$ cat src/rtl/sram_arbiter_if.sv
// Bundles the two requester ports, shared read data and the async SRAM pins
// into one interface; the arbiter uses the slave modport and the environment uses master.
interface sram_arbiter_if #(
  parameter int ADDR_W = 20,
  parameter int DATA_W = 16
);

  // Port A: LC-3 CPU memory path
  logic              a_req;
  logic              a_we;
  logic [ADDR_W-1:0] a_addr;
  logic [DATA_W-1:0] a_wdata;
  logic              a_done;

  // Port B: debug / loader path
  logic              b_req;
  logic              b_we;
  logic [ADDR_W-1:0] b_addr;
  logic [DATA_W-1:0] b_wdata;
  logic              b_done;

  logic [DATA_W-1:0] rdata;

  // Async SRAM pins; every strobe is active-low
  logic [ADDR_W-1:0] Mem_ADDR;
  logic [DATA_W-1:0] Mem_DQ_out;
  logic              Mem_DQ_oe;
  logic [DATA_W-1:0] Mem_DQ_in;
  logic              Mem_CE;
  logic              Mem_UB;
  logic              Mem_LB;
  logic              Mem_OE;
  logic              Mem_WE;

  modport slave (
    input  a_req, a_we, a_addr, a_wdata,
    input  b_req, b_we, b_addr, b_wdata,
    input  Mem_DQ_in,
    output a_done, b_done, rdata,
    output Mem_ADDR, Mem_DQ_out, Mem_DQ_oe,
    output Mem_CE, Mem_UB, Mem_LB, Mem_OE, Mem_WE
  );

  modport master (
    output a_req, a_we, a_addr, a_wdata,
    output b_req, b_we, b_addr, b_wdata,
    output Mem_DQ_in,
    input  a_done, b_done, rdata,
    input  Mem_ADDR, Mem_DQ_out, Mem_DQ_oe,
    input  Mem_CE, Mem_UB, Mem_LB, Mem_OE, Mem_WE
  );

endinterface

$ cat src/rtl/sram_arbiter.sv
// Round-robin arbiter sequencing every access to the single async SRAM between
// the CPU port (A) and the debug/loader port (B), with fixed multi-cycle strobe timing.
module sram_arbiter #(
  parameter int ADDR_W     = 20,
  parameter int DATA_W     = 16,
  parameter int ACC_CYCLES = 2
) (
  input  logic          Clk,
  input  logic          Reset,
  sram_arbiter_if.slave mem_if,
  output logic          o_state
);

  // Handshake: a requester raises req with we/addr/wdata valid and holds req
  // high until its done pulses for one cycle; fields are sampled only at grant,
  // and a port whose done is high this cycle is not eligible for a new grant.

  typedef enum logic {
    S_IDLE   = 1'b0,
    S_ACCESS = 1'b1
  } state_t;

  localparam logic [3:0] CNT_INIT = 4'(ACC_CYCLES - 1);

  state_t            r_state;
  logic [3:0]        r_cnt;
  logic              r_last;
  logic              r_owner;
  logic              r_we;
  logic [ADDR_W-1:0] r_addr;
  logic [DATA_W-1:0] r_dq_out;
  logic              r_dq_oe;
  logic              r_oe_n;
  logic              r_we_n;
  logic              r_a_done;
  logic              r_b_done;
  logic [DATA_W-1:0] r_rdata;

  state_t            w_state_nxt;
  logic [3:0]        w_cnt_nxt;
  logic              w_last_nxt;
  logic              w_owner_nxt;
  logic              w_we_nxt;
  logic [ADDR_W-1:0] w_addr_nxt;
  logic [DATA_W-1:0] w_dq_out_nxt;
  logic              w_dq_oe_nxt;
  logic              w_oe_n_nxt;
  logic              w_we_n_nxt;
  logic              w_a_done_nxt;
  logic              w_b_done_nxt;
  logic [DATA_W-1:0] w_rdata_nxt;

  logic              w_a_elig;
  logic              w_b_elig;
  logic              w_gnt_b;
  logic              w_sel_we;
  logic [ADDR_W-1:0] w_sel_addr;
  logic [DATA_W-1:0] w_sel_wdata;

  // The done mask stops a requester that is still dropping req from being re-granted.
  assign w_a_elig    = mem_if.a_req & ~r_a_done;
  assign w_b_elig    = mem_if.b_req & ~r_b_done;
  assign w_gnt_b     = w_b_elig & (~w_a_elig | ~r_last);
  assign w_sel_we    = w_gnt_b ? mem_if.b_we    : mem_if.a_we;
  assign w_sel_addr  = w_gnt_b ? mem_if.b_addr  : mem_if.a_addr;
  assign w_sel_wdata = w_gnt_b ? mem_if.b_wdata : mem_if.a_wdata;

  always_ff @(posedge Clk) begin
    if (Reset) begin
      r_state  <= S_IDLE;
      r_cnt    <= 4'd0;
      r_last   <= 1'b1;
      r_owner  <= 1'b0;
      r_we     <= 1'b0;
      r_addr   <= '0;
      r_dq_out <= '0;
      r_dq_oe  <= 1'b0;
      r_oe_n   <= 1'b1;
      r_we_n   <= 1'b1;
      r_a_done <= 1'b0;
      r_b_done <= 1'b0;
      r_rdata  <= '0;
    end else begin
      r_state  <= w_state_nxt;
      r_cnt    <= w_cnt_nxt;
      r_last   <= w_last_nxt;
      r_owner  <= w_owner_nxt;
      r_we     <= w_we_nxt;
      r_addr   <= w_addr_nxt;
      r_dq_out <= w_dq_out_nxt;
      r_dq_oe  <= w_dq_oe_nxt;
      r_oe_n   <= w_oe_n_nxt;
      r_we_n   <= w_we_n_nxt;
      r_a_done <= w_a_done_nxt;
      r_b_done <= w_b_done_nxt;
      r_rdata  <= w_rdata_nxt;
    end
  end

  always_comb begin
    w_state_nxt  = r_state;
    w_cnt_nxt    = r_cnt;
    w_last_nxt   = r_last;
    w_owner_nxt  = r_owner;
    w_we_nxt     = r_we;
    w_addr_nxt   = r_addr;
    w_dq_out_nxt = r_dq_out;
    w_dq_oe_nxt  = r_dq_oe;
    w_oe_n_nxt   = r_oe_n;
    w_we_n_nxt   = r_we_n;
    w_a_done_nxt = 1'b0;
    w_b_done_nxt = 1'b0;
    w_rdata_nxt  = r_rdata;

    case (r_state)
      S_IDLE: begin
        w_oe_n_nxt  = 1'b1;
        w_we_n_nxt  = 1'b1;
        w_dq_oe_nxt = 1'b0;
        if (w_a_elig | w_b_elig) begin
          w_state_nxt  = S_ACCESS;
          w_owner_nxt  = w_gnt_b;
          w_last_nxt   = w_gnt_b;
          w_we_nxt     = w_sel_we;
          w_addr_nxt   = w_sel_addr;
          w_dq_out_nxt = w_sel_wdata;
          w_cnt_nxt    = CNT_INIT;
          // Reads and writes use disjoint strobes, so DQ is never driven while OE is low.
          w_oe_n_nxt   = w_sel_we;
          w_we_n_nxt   = ~w_sel_we;
          w_dq_oe_nxt  = w_sel_we;
        end
      end
      S_ACCESS: begin
        if (r_cnt != 4'd0) begin
          w_cnt_nxt = r_cnt - 4'd1;
        end else begin
          w_state_nxt = S_IDLE;
          w_oe_n_nxt  = 1'b1;
          w_we_n_nxt  = 1'b1;
          w_dq_oe_nxt = 1'b0;
          if (!r_we) begin
            w_rdata_nxt = mem_if.Mem_DQ_in;
          end
          if (r_owner) begin
            w_b_done_nxt = 1'b1;
          end else begin
            w_a_done_nxt = 1'b1;
          end
        end
      end
      default: begin
        w_state_nxt = S_IDLE;
      end
    endcase
  end

  assign mem_if.a_done     = r_a_done;
  assign mem_if.b_done     = r_b_done;
  assign mem_if.rdata      = r_rdata;
  assign mem_if.Mem_ADDR   = r_addr;
  assign mem_if.Mem_DQ_out = r_dq_out;
  assign mem_if.Mem_DQ_oe  = r_dq_oe;
  assign mem_if.Mem_OE     = r_oe_n;
  assign mem_if.Mem_WE     = r_we_n;
  assign mem_if.Mem_CE     = 1'b0;
  assign mem_if.Mem_UB     = 1'b0;
  assign mem_if.Mem_LB     = 1'b0;
  assign o_state           = r_state;

endmodule
$ cat src/flat_wrapper.sv
// flat-port wrapper written by rule: the top's interface ports become plain ports
module sram_arbiter_flat 
#(
  parameter int ADDR_W     = 20,
  parameter int DATA_W     = 16,
  parameter int ACC_CYCLES = 2
)
  (Clk, Reset, o_state, mem_if_a_req, mem_if_a_we, mem_if_a_addr, mem_if_a_wdata, mem_if_b_req, mem_if_b_we, mem_if_b_addr, mem_if_b_wdata, mem_if_Mem_DQ_in, mem_if_a_done, mem_if_b_done, mem_if_rdata, mem_if_Mem_ADDR, mem_if_Mem_DQ_out, mem_if_Mem_DQ_oe, mem_if_Mem_CE, mem_if_Mem_UB, mem_if_Mem_LB, mem_if_Mem_OE, mem_if_Mem_WE);
  sram_arbiter_if #(.ADDR_W(ADDR_W), .DATA_W(DATA_W)) mem_if_i ();
  input  logic Clk;
  input  logic Reset;
  output logic o_state;
  input wire logic [$bits(mem_if_i.a_req)-1:0] mem_if_a_req;
  input wire logic [$bits(mem_if_i.a_we)-1:0] mem_if_a_we;
  input wire logic [$bits(mem_if_i.a_addr)-1:0] mem_if_a_addr;
  input wire logic [$bits(mem_if_i.a_wdata)-1:0] mem_if_a_wdata;
  input wire logic [$bits(mem_if_i.b_req)-1:0] mem_if_b_req;
  input wire logic [$bits(mem_if_i.b_we)-1:0] mem_if_b_we;
  input wire logic [$bits(mem_if_i.b_addr)-1:0] mem_if_b_addr;
  input wire logic [$bits(mem_if_i.b_wdata)-1:0] mem_if_b_wdata;
  input wire logic [$bits(mem_if_i.Mem_DQ_in)-1:0] mem_if_Mem_DQ_in;
  output wire logic [$bits(mem_if_i.a_done)-1:0] mem_if_a_done;
  output wire logic [$bits(mem_if_i.b_done)-1:0] mem_if_b_done;
  output wire logic [$bits(mem_if_i.rdata)-1:0] mem_if_rdata;
  output wire logic [$bits(mem_if_i.Mem_ADDR)-1:0] mem_if_Mem_ADDR;
  output wire logic [$bits(mem_if_i.Mem_DQ_out)-1:0] mem_if_Mem_DQ_out;
  output wire logic [$bits(mem_if_i.Mem_DQ_oe)-1:0] mem_if_Mem_DQ_oe;
  output wire logic [$bits(mem_if_i.Mem_CE)-1:0] mem_if_Mem_CE;
  output wire logic [$bits(mem_if_i.Mem_UB)-1:0] mem_if_Mem_UB;
  output wire logic [$bits(mem_if_i.Mem_LB)-1:0] mem_if_Mem_LB;
  output wire logic [$bits(mem_if_i.Mem_OE)-1:0] mem_if_Mem_OE;
  output wire logic [$bits(mem_if_i.Mem_WE)-1:0] mem_if_Mem_WE;
  assign mem_if_i.a_req = mem_if_a_req;
  assign mem_if_i.a_we = mem_if_a_we;
  assign mem_if_i.a_addr = mem_if_a_addr;
  assign mem_if_i.a_wdata = mem_if_a_wdata;
  assign mem_if_i.b_req = mem_if_b_req;
  assign mem_if_i.b_we = mem_if_b_we;
  assign mem_if_i.b_addr = mem_if_b_addr;
  assign mem_if_i.b_wdata = mem_if_b_wdata;
  assign mem_if_i.Mem_DQ_in = mem_if_Mem_DQ_in;
  assign mem_if_a_done = mem_if_i.a_done;
  assign mem_if_b_done = mem_if_i.b_done;
  assign mem_if_rdata = mem_if_i.rdata;
  assign mem_if_Mem_ADDR = mem_if_i.Mem_ADDR;
  assign mem_if_Mem_DQ_out = mem_if_i.Mem_DQ_out;
  assign mem_if_Mem_DQ_oe = mem_if_i.Mem_DQ_oe;
  assign mem_if_Mem_CE = mem_if_i.Mem_CE;
  assign mem_if_Mem_UB = mem_if_i.Mem_UB;
  assign mem_if_Mem_LB = mem_if_i.Mem_LB;
  assign mem_if_Mem_OE = mem_if_i.Mem_OE;
  assign mem_if_Mem_WE = mem_if_i.Mem_WE;
  sram_arbiter #(.ADDR_W(ADDR_W), .DATA_W(DATA_W), .ACC_CYCLES(ACC_CYCLES)) u_core (.Clk(Clk), .Reset(Reset), .mem_if(mem_if_i), .o_state(o_state));
endmodule
$ cat config.mk
export PLATFORM = sky130hd
export DESIGN_NAME = sram_arbiter_flat
export DESIGN_NICKNAME = d
export VERILOG_FILES = /design/src/rtl/sram_arbiter_if.sv /design/src/rtl/sram_arbiter.sv /design/src/flat_wrapper.sv
export SDC_FILE = /design/constraint.sdc
export NUM_CORES = 1
export LEC_CHECK = 0
export ABC_AREA = 1
export BUFFER_PORTS_ARGS = -buffer_cell sky130_fd_sc_hd__buf_2
export CORE_UTILIZATION = 25
export CTS_BUF_LIST = sky130_fd_sc_hd__clkbuf_16
export CTS_CLUSTER_DIAMETER = 80
export DETAILED_ROUTE_END_ITERATION = 8
export PLACE_DENSITY_LB_ADDON = 0.12
export RECOVER_POWER = 25
export REMOVE_ABC_BUFFERS = 1
export SETUP_SLACK_MARGIN = 0.3
export SLEW_MARGIN = 20
export SYNTH_ARGS = -nofsm -noshare
export SYNTH_HDL_FRONTEND = slang
export SYNTH_SLANG_ARGS = --single-unit
$ cat constraint.sdc
create_clock -name Clk -period 1.3 [get_ports Clk]
set_input_delay 0.26 -clock Clk [delete_from_list [all_inputs] [get_ports Clk]]
set_output_delay 0.26 -clock Clk [all_outputs]
set_load 0.01 [all_outputs]
* Word level (Yosys, flattened, before mapping) *
Cells that the tools add are included.

cells by class
  $add $sub $neg = 1
  equality and inequality tests = 3
  muxes and demuxes = 19
  bitwise gates (word level) = 13
  reduce and logical (&&, ||, !) cells = 5

operators with widths
  cell                   count
  $mux W20               1
  $mux W16               1
  $mux W1                10
  $mux W4                2
  $not A1 Y1             8
  $pmux W1 S2            4
  $pmux W4 S2            1
  $ne A2 B2 Y1 const B   2
  $reduce_and A2 Y1      2
  $reduce_bool A4 Y1     1
  $sub A4 B1 Y4 const B  1
  $and A1 B1 Y1          3
  $reduce_and A3 Y1      1
  $reduce_or A3 Y1       1
  $ne A2 B1 Y1 const B   1
  $or A1 B1 Y1           2

storage, ports and cells
  bits in registers = 65
  input bits = 94
  word-level logic and storage cells = 54

* Logic depth before layout (Yosys ltp) *
Gate-level depths: netlist of the first run.

  depth after elaboration = 9
  mapped depth = 10

* Worst setup path before layout of the first run *
No wires, ideal clock.

  path type = reg2reg
  from = reg u_core.r_cnt[0]
  to = reg u_core.r_we_n (netlist: u_core.mem_if.Mem_WE)
  library setup time = 0.123 ns
  arrival = 1.179 ns
  path slack = -0.002 ns
  stages on the path, launching flop included = 9
  period minus slack after synthesis = 1.302 ns
  path through = dfxtp_1 -> inv_1 -> ha_1 -> nand2_1 -> nand2_1 -> nand2_1 -> inv_1 -> nor2_1 -> nand3_1

between the ends
  word-level cells in the longest chain between the ends = 2

RTL lines
  element                 line                 source
  start, declared         sram_arbiter.sv:26   logic [3:0] r_cnt;
  start signal, assigned  sram_arbiter.sv:85   r_cnt <= w_cnt_nxt;
  $reduce_bool A4 Y1      sram_arbiter.sv:135  if (r_cnt != 4'd0) begin
  $ne A2 B2 Y1 (no line)  --
  end signal, assigned    sram_arbiter.sv:93   r_we_n <= w_we_n_nxt;
  end, declared           sram_arbiter.sv:34   logic r_we_n;

Every way passes these cells.
A chain may end at the register's enable or synchronous reset.

* Worst setup path after layout of the first run *
  from = reg u_core.r_a_done (netlist: u_core.mem_if.a_done)
  to = reg u_core.r_addr[14] (netlist: u_core.mem_if.Mem_ADDR[14])

between the ends
  word-level cells in the longest chain between the ends = 6
  elaborated cells on any way between the ends = 8
  classes of those cells = 1 x mux; 6 x bitwise; 1 x reduce/logical

RTL lines
  element                 line                source
  start, declared         sram_arbiter.sv:35  logic r_a_done;
  start signal, assigned  sram_arbiter.sv:94  r_a_done <= w_a_done_nxt;
  $not A1 Y1 *            sram_arbiter.sv:61  assign w_a_elig = mem_if.a_req & ~r_a_done;
  $and A1 B1 Y1 *         sram_arbiter.sv:61
  $not A1 Y1              sram_arbiter.sv:63  assign w_gnt_b = w_b_elig & (~w_a_elig | ~r_last);
  $or A1 B1 Y1            sram_arbiter.sv:63
  $and A1 B1 Y1           sram_arbiter.sv:63
  $mux W20                sram_arbiter.sv:65  assign w_sel_addr = w_gnt_b ? mem_if.b_addr : mem_if.a_addr;
  end signal, assigned    sram_arbiter.sv:89  r_addr <= w_addr_nxt;
  end, declared           sram_arbiter.sv:30  logic [ADDR_W-1:0] r_addr;

Mark *: on every way between the ends. The rest lies on a longest branch, timed or not.

==> results of run 1 <==
cells in the final DEF (no fill, tap or decap), types with 2 or more instances in the layout:
master      synthesis  routed
clkbuf_16           0      15
nand3_2             1       3
buf_12              0      14
buf_8               0       2
inv_2               5       5
inv_1              46      42
nor2_1             43      36
o21ai_1            25      25
clkinvlp_4          0       2
nand3_4             0       3
nand2_2             1      29
nand3_1             9       5
buf_4               6      20
nand4_1            16      16
buf_2              11      94
buf_6               3      65
buf_16              0       4
o21ai_2             0      12
a21oi_1            21      19
nand2_1           141      91
clkinv_1            1       4
nand2_8             0       3
nand2_4             1      21
dfxtp_2             0      37
nor2_2              0       6
a21oi_2             0       2
conb_1              1       3
dfxtp_1            65      28
inv_4               0       2
tightest hold or removal path, stage by stage:
cell and delay, ns:
buf_2 0.08, nor2_1 0.04, o21ai_2 0.09
state kept, by name, summed over array words and instances, names as in the netlist, 4 cells and up:
signal	flops
u_core.mem_if.Mem_ADDR	20
u_core.mem_if.Mem_DQ_out	16
u_core.mem_if.rdata	16
u_core.r_cnt	4
through the flow:
step	total power (W)	TNS, ns	worst slack [ns]
4_1_cts	0.006843	0	0.03965
2_1_floorplan	0.003023	-26.73	-0.7955
3_5_place_dp	0.003696	-0.2949	-0.02669
6_report	0.007219	-0.01779	-0.01779
3_3_place_gp	0.003682	-0.008761	-0.006020
5_1_grt	0.007605	-1.033	-0.08065
power by group:
part,internal (W),total [W],switching [W]
Clock,0.00146,0.00233,0.000876
Sequential,0.00224,0.00240,0.000161
Combinational,0.00135,0.00248,0.00113
final timing paths:
kind | startpoint | end | slack [ns] | depth (start not counted)
worst min-delay path | mem_if_b_wdata[2] | u_core.mem_if.Mem_DQ_out[2]$_SDFFE_PP0P_ | 0.17 | 3
worst min register to register | u_core.r_owner$_SDFFE_PP0P_ | u_core.mem_if.a_done$_SDFF_PP0_ | 0.41 | 1
worst max register to register | u_core.mem_if.a_done$_SDFF_PP0_ | u_core.mem_if.Mem_ADDR[14]$_SDFFE_PP0P_ | -0.02 | 8
worst max-delay path | u_core.mem_if.a_done$_SDFF_PP0_ | u_core.mem_if.Mem_ADDR[14]$_SDFFE_PP0P_ | -0.02 | 8
kinds of logic after synthesis:
group	share of synthesized area, %
buffers and inverters	11.97
AND/OR/NAND/NOR	31.61
adder cells (fa/ha/maj)	0.4353
AO/OA/AOI/OAI	10.58
other	0.1305
flip-flops	45.28
routing by layer:
metal / routed length [um] / share of wire [%] / vias up / track usage, %
met5: 0 / 0 / - / 0
met4: 108 / 1.0 / 0 / 5.429
met3: 844 / 8.0 / 10 / 6.993
met2: 5078 / 48 / 117 / 25.34
met1: 4523 / 43 / 1535 / 19.72
li1: - / - / 1700 / -
area by class of cell:
type                       instances  area [um2]
fill                            1085        5420
timing repair buffer             205        1923
timing repair inverter             1       11.26
clock buffer                       9       225.2
sequential                        65        1348
multi-input combinational        283        1649
inverter                          52       217.7
clock inverter                     7       61.31
tap                              140       175.2
what timing repair did:
| action | in CTS | in global routing |
|---|---|---|
| gates resized for setup | 153 | 114 |
| hold buffers | 0 | 0 |
| pin swaps | 23 | 31 |
| setup buffers | 17 | 9 |
| cloned | 5 | 11 |
| setup endpoints to repair | 123 | 123 |
==> results.md, run 1 <==
* Worst hold slack at between 0.15 and 0.2 ns
* Hold Vio Cnt, Final at 0
* Fin crit period at 1.318 ns
* Vias per inst at 4.412
* First-pass GRT wire length at about 15000 um
* Slowest cell delay on critical path at 0.35 ns
* CP Buf/Inv Count at 4
* Clock buffer depth at 2
* IO buf count at ~150
* YS warnings at 0
* Req. time, crit path at 1.52 ns
* Leakage power at 2.717 nW
* Worst skew pair latency at 0.33 ns
* H-tree depth at 3
* Root buf cell: clkbuf_16
* Number of distinct library cells after synthesis at 27
* Remaining antenna violation count at 0
* Initial DRC count at about 140
* Worst setup SP type: flop
* Final WS setup at -0.01779 ns
* Clock transition at path regs at around 0.060 ns
* Vias in the first global route at roughly 3000
* PD cells at 1287 nW/um2
* Fin crit share at 101.4%
* Register area share after synthesis at a little under half
* Crit path kind: reg -> reg
* Cell Area, Placed at about 3800 um2
* CTS tree: built
* RSZ-0062 raised after global routing: true
* Total grt overflow at 0
* Io pins at approximately 160
* Clock skew at 0.005135 ns
* Diode count at 0
* # clock sinks at 65
* Fmax at 758.8 MHz
* Synth Cell Area at 2874 um2
* DRC at 0
* Final WL at 10560 um
* Post-synth ARST share at 0%
* DR vias at 3362
* Post-synth top area share at 45.28%
* Maxcap violations at 0
* Gpl congestion at approximately 0.74
* Max-slew violations at 0
* Nature of the critical path endpoint: flop
* Final Core Density at between 50% and 60%
* Commonest cells in the netlist: nand2_1, dfxtp_1, inv_1
* Main synth FF type: dfxtp_1
* Final setup vio count at 1
* Hold Path Class: in -> reg
* Rows at 38
* EDFF count, synth at 0
* Design Area, Final at 5610 um2
* DR WL/cell at 13.85 um
* Layout cells sized above 1 at around 56%
* Synthesized flop and latch total at 65
* Crit-path slowest cell: dfxtp_1
* Most common cell in the synthesized netlist: nand2_1
* Worst VDD drop at 0.6252 mV
* Cell taking the most area after synthesis: dfxtp_1
* Largest net degree at the start of global routing at between 40 and 50
* Area Growth Syn to Fin at 95.21%
* Layout net count at approximately 710
* Mean Syn Cell Area at 6.843 um2
* Cells after synthesis at 420
* Inst Count DP at roughly 700
* Core box area at 11030 um2
* Initial core utilization at 26.05%
* Family with the most delay on the worst path: buffers and inverters
* Crit path max fanout at 9
* Initial antenna violation count at 0
* Final Non-Filler Cells at 762
* DP Wirelength at 5920 um
* Crit path DAT at 1.54 ns
* Die height at 109.2 um
* Die area at 11930 um2
* Die width at approximately 110 um
* Total CTS buffers at 9
* Status: finished with violations
* Crit path cell chain: inv_2, buf_6, nand3_4, buf_12, nand2_8, clkbuf_16, nor2_1, o21ai_2
* Largest cells by area after synthesis: dfxtp_1, nand2_1, inv_1, nor2_1, o21ai_1
* Failing checks: negative setup slack
* DRT Pass-1 Iters at 4
* Total track usage at 16.16%
Note: power is estimated with default switching activity, not from simulation.
==> run 2: changes to the inputs <==
--- a/config.mk
+++ b/config.mk
@@ -5,9 +5,10 @@
 export SDC_FILE = /design/constraint.sdc
 export NUM_CORES = 1
 export LEC_CHECK = 0
-export ABC_AREA = 1
 export BUFFER_PORTS_ARGS = -buffer_cell sky130_fd_sc_hd__buf_2
-export CORE_UTILIZATION = 25
+export CELL_PAD_IN_SITES_DETAIL_PLACEMENT = 2
+export CELL_PAD_IN_SITES_GLOBAL_PLACEMENT = 2
+export CORE_UTILIZATION = 22
 export CTS_BUF_LIST = sky130_fd_sc_hd__clkbuf_16
 export CTS_CLUSTER_DIAMETER = 80
 export DETAILED_ROUTE_END_ITERATION = 8
==> results.md, run 2 <==
* Status: finished with violations
* Failing checks: negative setup slack
* Initial DRC count at 54 (-61%)
* Number of distinct library cells after synthesis at 38 (+41%)
* Initial core utilization at 23.01% (-3.0 points)
* # clock sinks at 65 (unchanged)
* PD cells at 1251 nW/um2 (-2.8%)
* Cell Area, Placed at 4024 um2 (+4.8%)
* Cts hold-fix bufs at 0 (unchanged)
* Final setup vio count at 64 (+63)
* Die width at 117.8 um (+7.9%)
* Cell taking the most area after synthesis: dfxtp_1
* Fin crit period at 1.494 ns (+0.1762 ns)
* Register area share after synthesis at 44.09% (-1.2 points)
* Final WS setup at -0.1940 ns (-0.1762 ns)
* Fin crit share at 114.9% (+14 points)
* IO buf count at 151 (unchanged)
* Req. time, crit path at 1.55 ns (+0.03 ns)
* Gpl congestion at 0.7375 (+0.23%)
* Crit path max fanout at 7 (-2)
* DR WL/cell at 18.59 um (+34%)
* Diode count at 0 (unchanged)
* Die area at 13880 um2 (+16%)
* Largest cells by area after synthesis: dfxtp_1, a211oi_2, a21oi_1, nand2_1, nor2_1
* Nature of the critical path endpoint: flop
* DRT Pass-1 Iters at 4 (unchanged)
* Main synth FF type: dfxtp_1
* Area Growth Syn to Fin at 97.92%
* Setup Total Neg Slack at -8.122 ns (-8.104 ns)
* EDFF count, synth at 0 (unchanged)
* Vias in the first global route at 3740 (+23%)
* WL met3 at 703 um (-17%)
* Initial antenna violation count at 2 (+2)
* Most common cell after layout, fill and taps aside: buf_2
* Root buf cell: clkbuf_16
* Worst VDD drop at 0.4468 mV (-29%)
* Crit path DAT at 1.74 ns (+0.20 ns)
* Rows at 41 (+7.9%)
* Commonest cells in the netlist: nand2_1, dfxtp_1, a21oi_1
* H-tree depth at 3 (unchanged)
* Total grt overflow at 0 (unchanged)
* Hold Vio Cnt, Final at 0 (unchanged)
* Layout cells sized above 1 at 76.65% (+21 points)
* Die height at 117.8 um (+7.9%)
* Core box area at 12820 um2 (+16%)
* Highest routed layer: met5
* Most common cell in the synthesized netlist: nand2_1
* Largest net degree at the start of global routing at 32 (-26%)
* DRC at 0 (unchanged)
* Clock skew at 0.006894 ns (+0.001759 ns)
* First-pass GRT wire length at 19700 um (+34%)
* RSZ-0062 raised after global routing: true
* Fmax at 669.4 MHz (-12%)
* Post-synth ARST share at 0% (unchanged)
* Worst skew pair latency at 0.34 ns (about the same)
* DP Wirelength at 7840 um (+32%)
* Total CTS buffers at 9 (unchanged)
* DR vias at 3352 (-0.30%)
* Leakage power at 2.565 nW (-5.6%)
* Post-Route M1 WL at 5493 um (+21%)
* Max reg flops at 20 (unchanged)
* Crit path kind: reg -> reg
* Io pins at 155 (unchanged)
* CTS tree: built
* Mean Syn Cell Area at 8.758 um2 (+28%)
* Worst setup SP type: flop
* Layout net count at 651 (-8.6%)
* Most frequent cells in the layout: buf_2, buf_6, buf_4
* YS warnings at 0 (unchanged)
* Clock transition at path regs at 0.06 ns (about the same)
* Maxcap violations at 0 (unchanged)
* Synth Cell Area at 2952 um2 (+2.7%)
* Final Core Density at 45.55% (-5.3 points)
* Total track usage at 18.34% (+2.2 points)
* Hold Path Class: in -> reg
* Synthesized flop and latch total at 65 (unchanged)
* Clock buffer depth at 2 (unchanged)
* Area of the multi-input gates at 1917 um2 (+16%)
* Final WL at 13620 um (+29%)
* Vias per inst at 4.573 (+3.6%)
* Post-synth top area share at 44.09% (-1.2 points)
* Remaining antenna violation count at 0 (unchanged)
* Design Area, Final at 5842 um2 (+4.1%)
* Pre-CTS WS at -0.2347 ns (-0.2080 ns)
* Reg area at 1361 um2 (+1.0%)
* Max-slew violations at 0 (unchanged)
* Cells after synthesis at 337 (-20%)
* Length of routed met2 wiring at 7119 um (+40%)
* Fill count at 1383 (+27%)
* Total Power at 0.007306 W (+1.2%)
==> run 2: cell types whose count changed after synthesis, sizes merged, moves of 4 or more <==
cell and change:
nand2 -75, inv -48, a211oi +37, a21oi +37, o21ai -35, nand4 -15
nand3 -10, buf +5, nand2b +4, nor3 +4
==> run 2: repair_timing <==
action | in CTS | in global routing
resized for setup | 178 | 86
setup buffers | 31 | 20
pin swaps | 19 | 39
endpoints found under the setup margin | 123 | 123
cloned | 4 | 2
==> run 2: worst paths after layout <==
check / startpoint / to / slack [ns] / depth (start not counted)
setup / recovery: u_core.mem_if.b_done$_SDFF_PP0_ / u_core.mem_if.Mem_ADDR[8]$_SDFFE_PP0P_ / -0.19 / 6
hold / removal: mem_if_Mem_DQ_in[12] / u_core.mem_if.rdata[12]$_SDFFE_PP0P_ / 0.14 / 3
setup reg to reg: u_core.mem_if.b_done$_SDFF_PP0_ / u_core.mem_if.Mem_ADDR[8]$_SDFFE_PP0P_ / -0.19 / 6
hold reg to reg: u_core.mem_if.rdata[10]$_SDFFE_PP0P_ / u_core.mem_if.rdata[10]$_SDFFE_PP0P_ / 0.47 / 2
==> run 2: stage by stage <==
step / cells / hold slack [ns]
4_1_cts: 711 / 0.1394
3_5_place_dp: 660 / 0.4368
3_3_place_gp: 660 / 0.4319
6_report: 733 / 0.1442
2_1_floorplan: 308 / 0.3246
5_1_grt: 733 / 0.1507
==> run 2: area by class of cell <==
class	instances	share of cell area, %
Clock buffer	9	3.855
Clock inverter	7	0.9210
Inverter	3	0.1928
Multi-Input combinational cell	240	32.81
Sequential cell	65	23.30
Tap cell	172	3.684
Timing Repair Buffer	237	35.23
==> run 2: power breakdown <==
group	switching, W	total, W	internal (W)	leakage, nW
clock	0.000916	0.00236	0.00145	0.144
sequential	0.000169	0.00240	0.00223	0.551
combinational	0.00118	0.00254	0.00137	1.87
==> run 2: cells by family after synthesis <==
logic type               after synthesis  share of synthesized area [%]
multiplexers                           1                         0.3391
flip-flops                            65                          44.09
AND/OR/NAND/NOR                      130                          19.33
AO/OA/AOI/OAI                        105                          27.72
buffers and inverters                 34                          7.969
adder cells (fa/ha/maj)                1                         0.4238
other                                  1                         0.1271
==> run 2: critical path, stage by stage (launching register included) <==
cell and delay (ns):
dfxtp_2 0.34, and2b_2 0.27, o21bai_4 0.16, buf_6 0.18, buf_12 0.15, a21oi_1 0.06
a211oi_2 0.24
==> run 2: layer usage <==
metal,global-route usage [%],vias up
li1,-,1592
met1,20.24,1621
met2,33.09,113
met3,5.039,24
met4,7.131,2
met5,0,-
